`src/rtl/mccomp_regdump.sv`:
```
// Register-dump sequencer: sweeps the CPU debug port and streams 5-byte frames (index, data MSB..LSB).
// Optional feature macro REGDUMP_CKSUM_EN appends one XOR checksum byte after the last frame.
module mccomp_regdump #(
  parameter int NREGS  = 32,
  parameter int SETTLE = 1
) (
  input  logic        clk_i,
  input  logic        rstn_i,
  input  logic        start_i,
  output logic [4:0]  reg_sel_o,
  input  logic [31:0] reg_data_i,
  output logic [7:0]  byte_out_o,
  output logic        byte_valid_o,
  input  logic        byte_ready_i,
  output logic        busy_o,
  output logic        done_o
);

  localparam int CW = (SETTLE > 1) ? $clog2(SETTLE) : 1;
  localparam logic [CW-1:0] SETTLE_LAST = CW'(SETTLE - 1);
  localparam logic [4:0] LAST_SEL = 5'(NREGS - 1);

`ifdef REGDUMP_CKSUM_EN
  typedef enum logic [1:0] {IDLE, SEL, SEND, CKSUM} state_e;
`else
  typedef enum logic [1:0] {IDLE, SEL, SEND} state_e;
`endif

  state_e        state_q, state_d;
  logic [4:0]    reg_sel_q, reg_sel_d;
  logic [CW-1:0] cnt_q, cnt_d;
  logic [2:0]    byte_idx_q, byte_idx_d;
  logic [31:0]   shadow_q, shadow_d;
  logic [7:0]    byte_out_q, byte_out_d;
  logic          byte_valid_q, byte_valid_d;
  logic          busy_q, busy_d;
  logic          done_q, done_d;
`ifdef REGDUMP_CKSUM_EN
  logic [7:0]    acc_q, acc_d;
`endif

  logic       xfer;
  logic [7:0] next_byte;

  assign xfer = byte_valid_q & byte_ready_i;

  // Byte that follows the one currently presented at byte_idx_q.
  always_comb begin
    next_byte = shadow_q[7:0];
    case (byte_idx_q)
      3'd0:    next_byte = shadow_q[31:24];
      3'd1:    next_byte = shadow_q[23:16];
      3'd2:    next_byte = shadow_q[15:8];
      default: next_byte = shadow_q[7:0];
    endcase
  end

  always_comb begin
    state_d      = state_q;
    reg_sel_d    = reg_sel_q;
    cnt_d        = cnt_q;
    byte_idx_d   = byte_idx_q;
    shadow_d     = shadow_q;
    byte_out_d   = byte_out_q;
    byte_valid_d = byte_valid_q;
    busy_d       = busy_q;
    done_d       = 1'b0;
`ifdef REGDUMP_CKSUM_EN
    acc_d        = acc_q;
`endif

    case (state_q)
      IDLE: begin
        if (start_i) begin
          state_d   = SEL;
          busy_d    = 1'b1;
          reg_sel_d = 5'd0;
          cnt_d     = '0;
`ifdef REGDUMP_CKSUM_EN
          acc_d     = 8'd0;
`endif
        end
      end

      SEL: begin
        cnt_d = cnt_q + 1'b1;
        if (cnt_q == SETTLE_LAST) begin
          shadow_d     = reg_data_i;
          state_d      = SEND;
          byte_valid_d = 1'b1;
          byte_out_d   = {3'b000, reg_sel_q};
          byte_idx_d   = 3'd0;
        end
      end

      SEND: begin
        if (xfer) begin
`ifdef REGDUMP_CKSUM_EN
          acc_d = acc_q ^ byte_out_q;
`endif
          if (byte_idx_q == 3'd4) begin
            if (reg_sel_q < LAST_SEL) begin
              reg_sel_d    = reg_sel_q + 5'd1;
              byte_valid_d = 1'b0;
              cnt_d        = '0;
              state_d      = SEL;
            end else begin
`ifdef REGDUMP_CKSUM_EN
              state_d    = CKSUM;
              byte_out_d = acc_q ^ byte_out_q;
`else
              state_d      = IDLE;
              busy_d       = 1'b0;
              done_d       = 1'b1;
              byte_valid_d = 1'b0;
`endif
            end
          end else begin
            byte_idx_d = byte_idx_q + 3'd1;
            byte_out_d = next_byte;
          end
        end
      end

`ifdef REGDUMP_CKSUM_EN
      CKSUM: begin
        if (xfer) begin
          state_d      = IDLE;
          busy_d       = 1'b0;
          done_d       = 1'b1;
          byte_valid_d = 1'b0;
        end
      end
`endif

      default: state_d = IDLE;
    endcase
  end

  always_ff @(posedge clk_i or negedge rstn_i) begin
    if (!rstn_i) begin
      state_q      <= IDLE;
      reg_sel_q    <= 5'd0;
      cnt_q        <= '0;
      byte_idx_q   <= 3'd0;
      shadow_q     <= 32'd0;
      byte_out_q   <= 8'd0;
      byte_valid_q <= 1'b0;
      busy_q       <= 1'b0;
      done_q       <= 1'b0;
`ifdef REGDUMP_CKSUM_EN
      acc_q        <= 8'd0;
`endif
    end else begin
      state_q      <= state_d;
      reg_sel_q    <= reg_sel_d;
      cnt_q        <= cnt_d;
      byte_idx_q   <= byte_idx_d;
      shadow_q     <= shadow_d;
      byte_out_q   <= byte_out_d;
      byte_valid_q <= byte_valid_d;
      busy_q       <= busy_d;
      done_q       <= done_d;
`ifdef REGDUMP_CKSUM_EN
      acc_q        <= acc_d;
`endif
    end
  end

  assign reg_sel_o    = reg_sel_q;
  assign byte_out_o   = byte_out_q;
  assign byte_valid_o = byte_valid_q;
  assign busy_o       = busy_q;
  assign done_o       = done_q;

endmodule

```
`config.mk`:
```
export PLATFORM = sky130hd
export DESIGN_NAME = mccomp_regdump
export DESIGN_NICKNAME = d
export VERILOG_FILES = /design/src/rtl/mccomp_regdump.sv
export SDC_FILE = /design/constraint.sdc
export NUM_CORES = 1
export LEC_CHECK = 0
export ABC_CLOCK_PERIOD_IN_PS = 5800
export CORE_UTILIZATION = 45
export DETAILED_ROUTE_END_ITERATION = 10
export GPL_ROUTABILITY_DRIVEN = 0
export PLACE_DENSITY = 0.72
export SETUP_SLACK_MARGIN = 0.5
export SYNTH_ARGS = -nofsm -noshare
export SYNTH_HDL_FRONTEND = slang
export SYNTH_SLANG_ARGS = --single-unit
```
`constraint.sdc`:
```
create_clock -name clk_i -period 5.8 [get_ports clk_i]
set_clock_uncertainty 0.15 [all_clocks]
set_input_delay 1.16 -clock clk_i [delete_from_list [all_inputs] [get_ports clk_i]]
set_output_delay 1.16 -clock clk_i [all_outputs]
set_load 0.02 [all_outputs]
```
==> results of run 1 <==
[metrics by stage]
step | worst slack, ns | std cells
after CTS | 2.587 | 384
after global placement | 2.300 | 376
after floorplan | 3.253 | 266
final | 2.519 | 384
after detailed placement | 2.269 | 376
after global routing | 2.346 | 384
[cell families (layout without fill, tap and decap cells)]
kind of cell / count (synthesis) / in the layout / share of synthesized area, %
adders and majority gates: 5 / 5 / 2.571
DFF: 54 / 54 / 55.53
buffers and inverters: 21 / 69 / 3.342
and+or+nand+nor: 139 / 139 / 24.17
muxes: 2 / 2 / 0.8740
AOI/OAI and AO/OA: 45 / 45 / 13.52
[final cells by class]
type | count | area [µm²]
timing repair buffer | 54 | 528.0
tap | 70 | 87.58
fill | 463 | 2081
sequential | 54 | 1351
clock buffer | 6 | 82.58
multi-input combinational | 191 | 1003
inverter | 7 | 26.28
clock inverter | 2 | 12.51
[critical path, cell delays in order]
cell                              delay, ns
sky130_fd_sc_hd__clkdlybuf4s50_1       0.48
sky130_fd_sc_hd__nand4b_1              0.15
sky130_fd_sc_hd__a21oi_1               0.83
sky130_fd_sc_hd__nor2_1                0.29
sky130_fd_sc_hd__a221o_1               0.42
[layout by cell type (no fill, tap or decap), drive strengths merged, types with 2 or more instances in the layout]
| cell type | synthesis | final |
|---|---|---|
| nor2 | 7 | 7 |
| inv | 7 | 7 |
| dfrtp | 54 | 54 |
| o22ai | 4 | 4 |
| a222oi | 5 | 5 |
| ha | 5 | 5 |
| o21ai | 14 | 14 |
| or2 | 2 | 2 |
| clkbuf | 12 | 6 |
| o31ai | 3 | 3 |
| nand2 | 106 | 106 |
| buf | 2 | 4 |
| and3b | 3 | 3 |
| nor3 | 6 | 6 |
| or3 | 2 | 2 |
| and3 | 4 | 4 |
| a21oi | 3 | 3 |
| o31a | 2 | 2 |
| a221o | 8 | 8 |
| clkdlybuf4s50 | 0 | 50 |
| nand3 | 4 | 4 |
[power by group through the flow]
stage | registers [mW] | logic, mW | clock network, mW
floorplan | 0.666 | 0.444 | 0
global placement | 0.665 | 0.672 | 0
detailed placement | 0.675 | 0.687 | 0
CTS | 0.668 | 0.692 | 0.221
global route | 0.694 | 0.779 | 0.235
finish | 0.668 | 0.685 | 0.216
[state kept, by name, indices dropped and copies added (netlist names)]
| name | cells |
|---|---|
| busy_o | 1 |
| byte_idx_q | 3 |
| byte_out_o | 8 |
| byte_valid_o | 1 |
| cnt_q | 1 |
| done_o | 1 |
| reg_sel_o | 5 |
| shadow_q | 32 |
| state_q | 2 |
[layer usage]
layer,up-vias,GRT usage [%]
met5,-,0
met1,951,31.84
met3,7,4.365
met4,0,6.173
met2,63,31.75
li1,996,-
[how the worst max path moves through the flow]
stage	end	slack [ns]
finish	byte_out_o[1]	2.52
global route	byte_out_o[0]	2.35
CTS	byte_out_o[1]	2.59
detailed placement	byte_out_o[4]	2.27
global placement	byte_out_o[2]	2.30
floorplan	reg_sel_o[4]	3.25
==> results.yml, run 1 <==
clocking:
  clock_tree_from_tritoncts: "done"
  insertion_delay_ns: 0.31
  cts_inserted_buffers: 5
  cts.repair_timing.setup_buffer_count: 0
  cts_root_buf: "sky130_fd_sc_hd__clkbuf_8"
  cts_num_sinks: 54
  clkSlewWorstSetupHoldPaths_ns: 0.10
  cts.hold.buffers_added: 0
  clock_path_buffers: 2
  htree_num_levels: 2
  cts_repair_resized_insts: 0
grt:
  grt_overflow: 0
  number_of_antenna_violations_at_the_first_check_in_global_routing: 0
  track_usage_pct: 21.38
  grt_max_degree: 55
  first_global_vias: 1907
  grt_first_pass_wirelength_um: 8983
synth:
  synth.avg_cell_area_um2: 9.149
  most_repeated_cell_in_the_gate_level_netlist_after_synthesis: "sky130_fd_sc_hd__nand2_1"
  postSynthNetCount: 307
  synth.top_cells.by_area: "sky130_fd_sc_hd__dfrtp_1, sky130_fd_sc_hd__nand2_1, sky130_fd_sc_hd__a221o_1"
  post_synth_most_frequent_cells: "sky130_fd_sc_hd__nand2_1, sky130_fd_sc_hd__dfrtp_1, sky130_fd_sc_hd__o21ai_0"
  synthFlopType: "sky130_fd_sc_hd__dfrtp_1"
  synth.distinct_cells: 33
  synth_area_um2: 2434
  synth_edf_count: 0
  synth.ff_latch_count: 54
  ys.warnings.count: 0
  synth_seq_area_share_pct: 55.53
  post_synth_inst_count: 266
  post-synth-top-area-cell: "sky130_fd_sc_hd__dfrtp_1"
  synthArstFlopShare_pct: 100.0
  post-synth-top-area-fraction_pct: 55.53
timing:
  worst_slew_pin_slew_ns: 1.032
  slew_violations: 0
  grt_setup_unrepaired: "false"
  fin_crit_sh_pct: 56.57
  fin_tns_setup_ns: 0
  finalHoldViolCount: 0
  final-setup-viol-count: 0
  maxClockFrequency_ghz: 0.3048
  final.hold.worst_slack_ns: 0.3356
  relSlewSlack_pct: 31.18
  fin_crit_ns: 3.281
pwr:
  power.density_nw_per_um2: 507.5
  totalPowerFinal_mw: 1.569
  netSwitchingFraction_pct: 40.80
  irDropWorstVdd_v: 0.0002762
  power_leakage_nw: 1.470
  power.internal_uw: 928.9
  sequentialPowerShare_pct: 42.6
  power.share.combinational_pct: 43.7
  p_sw_uw: 640.3
  clock_share_of_power_pct: 13.7
floorplanning:
  placementRows: 26
  core_region_area_um2: 5172
  die_height_um: 75.54
  initial_utilization_pct: 47.05
  ioPinCount: 52
  x_dimension_of_the_die_um: 75.54
  fp.dieArea_um2: 5706
detailed_routing:
  met1Wirelength_um: 2662
  vias_per_cell: 5.253
  first_pass_detailed_route_iteration_total: 4
  drtAntennaViolNets: 0
  remaining_drc_errors: 0
  drt_iter0_markers: 145
  routed_wirelength_um: 5395
  dr_wl_met2_um: 2436
  detailroute.via_count: 2017
  wire_per_inst_um: 14.05
  top_layer_used: "met4"
  met3WireLength_um: 241
worst_setup_path:
  worstReg2RegEnd: "byte_out_o[1]"
  setup.worst_path.start: "byte_ready_i"
  r2r_slack_ns: 3.12
  crit-reg2reg-launch: "byte_idx_q[0]"
  crit_type: "input pin to flop"
  worst-endpoint-required_ns: 5.84
  worstSetupStartpointType: "input pin"
  crit_arrival_ns: 3.32
  crit_path_max_fanout: 15
  endpoint_kind: "flop"
  reg2reg_depth: 5
hold_path:
  startpoint_of_the_worst_hold_path: "shadow_q[14]"
  hp-class: "flop to flop"
  worstHoldEndpoint: "shadow_q[14]"
  whs_path_depth: 2
cells_and_area:
  post_route_cells_drive_above_1_share_pct: 5.732
  diodes: 0
  nets: 354
  final_cell_area_um2: 3092
  finish.utilization_pct: 59.77
  area_delta_synth_final_pct: 27.04
placed_design:
  port-buffer-count: 51
  dpl_cell_area_um2: 2997
  dpl.hpwl_um: 3766
status:
  result_of_the_run: "finished clean"
job:
  cap_violations: 0
Power figures use the tool's default switching activity.
==> inputs of run 2 (changes only) <==
--- a/config.mk
+++ b/config.mk
@@ -5,7 +5,7 @@
 export SDC_FILE = /design/constraint.sdc
 export NUM_CORES = 1
 export LEC_CHECK = 0
-export ABC_CLOCK_PERIOD_IN_PS = 5800
+export ABC_CLOCK_PERIOD_IN_PS = 3200
 export CORE_UTILIZATION = 45
 export DETAILED_ROUTE_END_ITERATION = 10
 export GPL_ROUTABILITY_DRIVEN = 0
==> constraint.sdc (replaced) <==
create_clock -name clk_i -period 3.2 [get_ports clk_i]
set_clock_uncertainty 0.15 [all_clocks]
set_input_delay 0.64 -clock clk_i [delete_from_list [all_inputs] [get_ports clk_i]]
set_output_delay 0.64 -clock clk_i [all_outputs]
set_load 0.02 [all_outputs]
==> results.yml, run 2 (synthesis gave the netlist of run 1 again) <==
worst_setup_path:
  worst-endpoint-required_ns: 3.28
  crit-reg2reg-launch: "byte_idx_q[0]"
  r2r_slack_ns: 0.80
  worstSetupStartpointType: "flop"
  crit_type: "flop to flop"
  crit_path_cell_trace: "inv_1, ha_2, nand4_1, or3_1, or4_1, a21boi_1"
  crit_arrival_ns: 2.49
  setup.worst_path.start: "byte_idx_q[0]"
  slowest_delay_ns: 0.51
  worst_path_max_delay_cell: "sky130_fd_sc_hd__or4_1"
  endpoint_kind: "flop"
  crit_path_max_fanout: 12
floorplanning:
  ioPinCount: 52
  x_dimension_of_the_die_um: 75.54
  initial_utilization_pct: 47.05
  placementRows: 26
  die_height_um: 75.54
  fp.dieArea_um2: 5706
  core_region_area_um2: 5172
job:
  cap_violations: 0
detailed_routing:
  first_pass_detailed_route_iteration_total: 4
  remaining_drc_errors: 0
  drt_iter0_markers: 133
  detailroute.via_count: 2034
  routed_wirelength_um: 5484
  vias_per_cell: 5.242
  wire_per_inst_um: 14.13
  drtAntennaViolNets: 0
pwr:
  p_sw_mw: 1.165
  power.density_nw_per_um2: 921.9
  power_leakage_nw: 1.490
  sequentialPowerShare_pct: 41.3
  clock_share_of_power_pct: 13.6
  totalPowerFinal_mw: 2.877
  irDropWorstVdd_v: 0.0003479
  power.internal_mw: 1.712
  netSwitchingFraction_pct: 40.48
  power.share.combinational_pct: 45.1
grt:
  first_global_vias: 1867
  grt_first_pass_wirelength_um: 9039
  track_usage_pct: 21.47
  grt_max_degree: 35
  grt_overflow: 0
  number_of_antenna_violations_at_the_first_check_in_global_routing: 0
clocking:
  cts_root_buf: "sky130_fd_sc_hd__clkbuf_8"
  clock_tree_from_tritoncts: "done"
  cts_inserted_buffers: 5
  htree_num_levels: 2
  cts_repair_resized_insts: 0
  cts.hold.buffers_added: 0
  clkSlewWorstSetupHoldPaths_ns: 0.09
  clock_path_buffers: 2
  cts.repair_timing.setup_buffer_count: 0
  insertion_delay_ns: 0.31
  cts_num_sinks: 54
cells_and_area:
  nets: 358
  diodes: 0
  final_common_cell: "sky130_fd_sc_hd__nand2_1"
  mostFrequentLayoutCells: "sky130_fd_sc_hd__nand2_1, sky130_fd_sc_hd__dfrtp_1, sky130_fd_sc_hd__clkdlybuf4s50_1"
  largest_register_ffs: 32
  post_route_cells_drive_above_1_share_pct: 6.918
  final_cell_area_um2: 3120
  finish.utilization_pct: 60.33
  largest-register: "shadow_q"
  area_delta_synth_final_pct: 28.23
  fillerInstances: 459
timing:
  fin_crit_sh_pct: 75.06
  fin_crit_ns: 2.402
  fin_tns_setup_ns: 0
  final.hold.worst_slack_ns: 0.2223
  slew_violations: 0
  final-setup-viol-count: 0
  worst_slew_pin_slew_ns: 0.7021
  relSlewSlack_pct: 53.19
  grt_setup_unrepaired: "false"
  maxClockFrequency_ghz: 0.4163
  finalHoldViolCount: 0
status:
  result_of_the_run: "finished clean"
placed_design:
  dpl.hpwl_um: 3891
  port-buffer-count: 51
  dpl_cell_area_um2: 3027
hold_path:
  hp-class: "input pin to asynchronous set/reset pin"
run 2: per-layer routing:
metal	share of wire, %	vias to the layer above	GRT usage, %
li1	-	1006	-
met2	47	51	33.13
met5	0	-	0
met1	49	972	31.15
met4	1.2	0	6.790
met3	3.5	5	3.571
run 2: path summary, 6_finish.rpt:
kind                                     end  depth (start not counted)
worst max register to register  reg_sel_o[4]                          6
max in group asynchronous              cnt_q                          2
worst min-delay path            shadow_q[14]                          1
worst min register to register   shadow_q[5]                          2
min in group clk_i               shadow_q[5]                          2
worst max-delay path            reg_sel_o[4]                          6
run 2: through the flow:
| stage | cells | setup slack (ns) |
|---|---|---|
| after global routing | 388 | 0.6614 |
| after floorplan | 266 | 1.058 |
| after detailed placement | 380 | 0.5613 |
| final | 388 | 0.7980 |
| after CTS | 388 | 0.6749 |
| after global placement | 380 | 0.5940 |
run 2: cell type report:
| class | count | area [µm²] | area share, % |
|---|---|---|---|
| Clock buffer | 7 | 86.33 | 2.767 |
| Sequential cell | 54 | 1351 | 43.30 |
| Timing Repair Buffer | 58 | 558.0 | 17.88 |
| Multi-Input combinational cell | 191 | 1006 | 32.24 |
| Inverter | 7 | 26.28 | 0.8420 |
| Tap cell | 70 | 87.58 | 2.807 |
| Clock inverter | 1 | 5.005 | 0.1604 |
run 2: power by group through the flow:
stage | Sequential, mW | Clock [mW] | Combinational (mW)
after floorplan | 1.21 | 0 | 0.804
after global placement | 1.18 | 0 | 1.26
after detailed placement | 1.20 | 0 | 1.29
after CTS | 1.19 | 0.398 | 1.30
after global routing | 1.23 | 0.417 | 1.46
final | 1.19 | 0.391 | 1.30
run 2: critical path: cells and delay by family, from the launching register on:
kind            cells  cell delay (ns)
compound gates      1             0.15
buf+inv             1             0.10
simple gates        3             1.16
flops               1             0.43
fa+ha+maj           1             0.33
==> inputs of run 3 (changes only) <==
--- a/config.mk
+++ b/config.mk
@@ -5,11 +5,11 @@
 export SDC_FILE = /design/constraint.sdc
 export NUM_CORES = 1
 export LEC_CHECK = 0
-export ABC_CLOCK_PERIOD_IN_PS = 3200
+export ABC_CLOCK_PERIOD_IN_PS = 2200
 export CORE_UTILIZATION = 45
 export DETAILED_ROUTE_END_ITERATION = 10
 export GPL_ROUTABILITY_DRIVEN = 0
-export PLACE_DENSITY = 0.72
+export PLACE_DENSITY = 0.75
 export SETUP_SLACK_MARGIN = 0.5
 export SYNTH_ARGS = -nofsm -noshare
 export SYNTH_HDL_FRONTEND = slang
==> constraint.sdc (replaced) <==
create_clock -name clk_i -period 2.2 [get_ports clk_i]
set_clock_uncertainty 0.15 [all_clocks]
set_input_delay 0.44 -clock clk_i [delete_from_list [all_inputs] [get_ports clk_i]]
set_output_delay 0.44 -clock clk_i [all_outputs]
set_load 0.02 [all_outputs]
==> results.yml, run 3 (synthesis gave the netlist of run 1 again) <==
clocking:
  clock_path_buffers: 2
  cts_root_buf: "sky130_fd_sc_hd__clkbuf_8"
  clkSlewWorstSetupHoldPaths_ns: 0.10
  htree_num_levels: 2
  cts_num_sinks: 54
  insertion_delay_ns: 0.31
  clock_tree_from_tritoncts: "done"
  cts_inserted_buffers: 5
timing:
  grt_setup_unrepaired: "true"
  fin_tns_setup_ns: 0
  final.hold.worst_slack_ns: 0.3353
  worst_slew_pin_slew_ns: 0.4572
  fin_crit_sh_pct: 90.38
  final-setup-viol-count: 0
  finalHoldViolCount: 0
  final_critical_path_setup_slack_ns: 0.2117
  fin_crit_ns: 1.988
  maxClockFrequency_ghz: 0.5029
  slew_violations: 0
  relSlewSlack_pct: 69.52
detailed_routing:
  top_layer_used: "met4"
  drt_iter0_markers: 188
  drtAntennaViolNets: 0
  detailroute.via_count: 2168
  remaining_drc_errors: 0
  wire_per_inst_um: 14.19
  vias_per_cell: 5.301
  dr_wl_met2_um: 2825
  first_pass_detailed_route_iteration_total: 6
  met1Wirelength_um: 2618
  routed_wirelength_um: 5805
  met3WireLength_um: 331
cells_and_area:
  diodes: 0
  final_cell_area_um2: 3396
  area_delta_synth_final_pct: 39.54
  largest_register_ffs: 32
  final_common_cell: "sky130_fd_sc_hd__nand2_1"
  finish.utilization_pct: 65.65
  mostFrequentLayoutCells: "sky130_fd_sc_hd__nand2_1, sky130_fd_sc_hd__dfrtp_1, sky130_fd_sc_hd__clkdlybuf4s50_1"
  nets: 379
  largest-register: "shadow_q"
  post_route_cells_drive_above_1_share_pct: 17.40
  finalNonFillerCells: 409
pwr:
  irDropWorstVdd_v: 0.0005705
  totalPowerFinal_mw: 4.628
  power_leakage_nw: 1.657
  power.density_nw_per_um2: 1363
grt:
  number_of_antenna_violations_at_the_first_check_in_global_routing: 0
  grt_first_pass_wirelength_um: 9280
  track_usage_pct: 21.52
  grt_max_degree: 55
  first_global_vias: 1940
  grt_overflow: 0
placed_design:
  dpl_cell_area_um2: 3090
  place_inst: 385
  port-buffer-count: 51
  worst_slack_at_placement_ns: -0.1361
  dpl.hpwl_um: 3828
floorplanning:
  core_region_area_um2: 5172
  ioPinCount: 52
  die_height_um: 75.54
  fp.dieArea_um2: 5706
  placementRows: 26
  initial_utilization_pct: 47.05
  x_dimension_of_the_die_um: 75.54
hold_path:
  hp-class: "flop to flop"
  whs_path_depth: 2
  startpoint_of_the_worst_hold_path: "shadow_q[26]"
  worstHoldEndpoint: "shadow_q[26]"
worst_setup_path:
  reg2reg_depth: 6
  worstSetupStartpointType: "flop"
  crit_path_max_fanout: 6
  crit-reg2reg-launch: "byte_idx_q[0]"
  worstReg2RegEnd: "reg_sel_o[4]"
  crit_arrival_ns: 2.08
  endpoint_kind: "flop"
  worst-endpoint-required_ns: 2.29
  crit_type: "flop to flop"
  r2r_slack_ns: 0.21
status:
  result_of_the_run: "finished clean"
job:
  cap_violations: 0
## run 3: cell types whose count changed in the layout (fill, tap and decap cells not counted), moves of 3 or more
cell and delta:
sky130_fd_sc_hd__nor3_1 -4, sky130_fd_sc_hd__o21ai_1 +8, sky130_fd_sc_hd__dlygate4sd2_1 +12, sky130_fd_sc_hd__clkdlybuf4s50_1 -16
sky130_fd_sc_hd__o21ai_0 -8, sky130_fd_sc_hd__buf_4 +16, sky130_fd_sc_hd__buf_6 +3, sky130_fd_sc_hd__ha_4 +3
## run 3: worst max-delay path by stage
stage	from	to	slack [ns]	cells past startpoint
after global placement	byte_ready_i	reg_sel_o[4]	-0.05	5
after global routing	byte_idx_q[0]	reg_sel_o[4]	0.14	6
final	byte_idx_q[0]	reg_sel_o[4]	0.21	6
after CTS	byte_idx_q[1]	reg_sel_o[4]	0.29	6
after floorplan	byte_idx_q[0]	reg_sel_o[4]	0.17	7
after detailed placement	byte_ready_i	reg_sel_o[4]	-0.14	5
## run 3: report_power, final
group | internal [mW] | switching (mW)
combinational | 1.03 | 1.26
sequential | 1.43 | 0.280
clock | 0.289 | 0.336
## run 3: final cells by class
type                    instances  area [µm²]
flip-flops and latches         54        1351
inverters                       7       26.28
repair buffers                 79       716.9
clock inverters                 1       8.758
clock buffers                   7       96.34
well taps                      70       87.58
multi-input cells             191        1109
fillers                       404        1777
## run 3: worst max-delay path: stages, from the launching register on
cell,delay (ns)
sky130_fd_sc_hd__dfrtp_1,0.40
sky130_fd_sc_hd__inv_2,0.09
sky130_fd_sc_hd__ha_4,0.16
sky130_fd_sc_hd__nand4_1,0.11
sky130_fd_sc_hd__or3_4,0.45
sky130_fd_sc_hd__or4_4,0.43
sky130_fd_sc_hd__a21boi_2,0.12
## run 3: layer usage
layer | up-vias | track usage [%]
met5 | - | 0
met4 | 0 | 5.556
met3 | 2 | 2.381
met2 | 67 | 33.93
met1 | 1041 | 31.82
li1 | 1058 | -
## run 3: timing repair
| item | CTS | global route |
|---|---|---|
| gates resized for setup | 39 | 13 |
| pin swaps | 12 | 9 |
| endpoints found under the hold margin | 54 | 0 |
| endpoints found under the setup margin | 32 | 50 |
| hold buffers | 1 | 0 |
| buffers inserted | 8 | 7 |
| gates cloned | 0 | 0 |
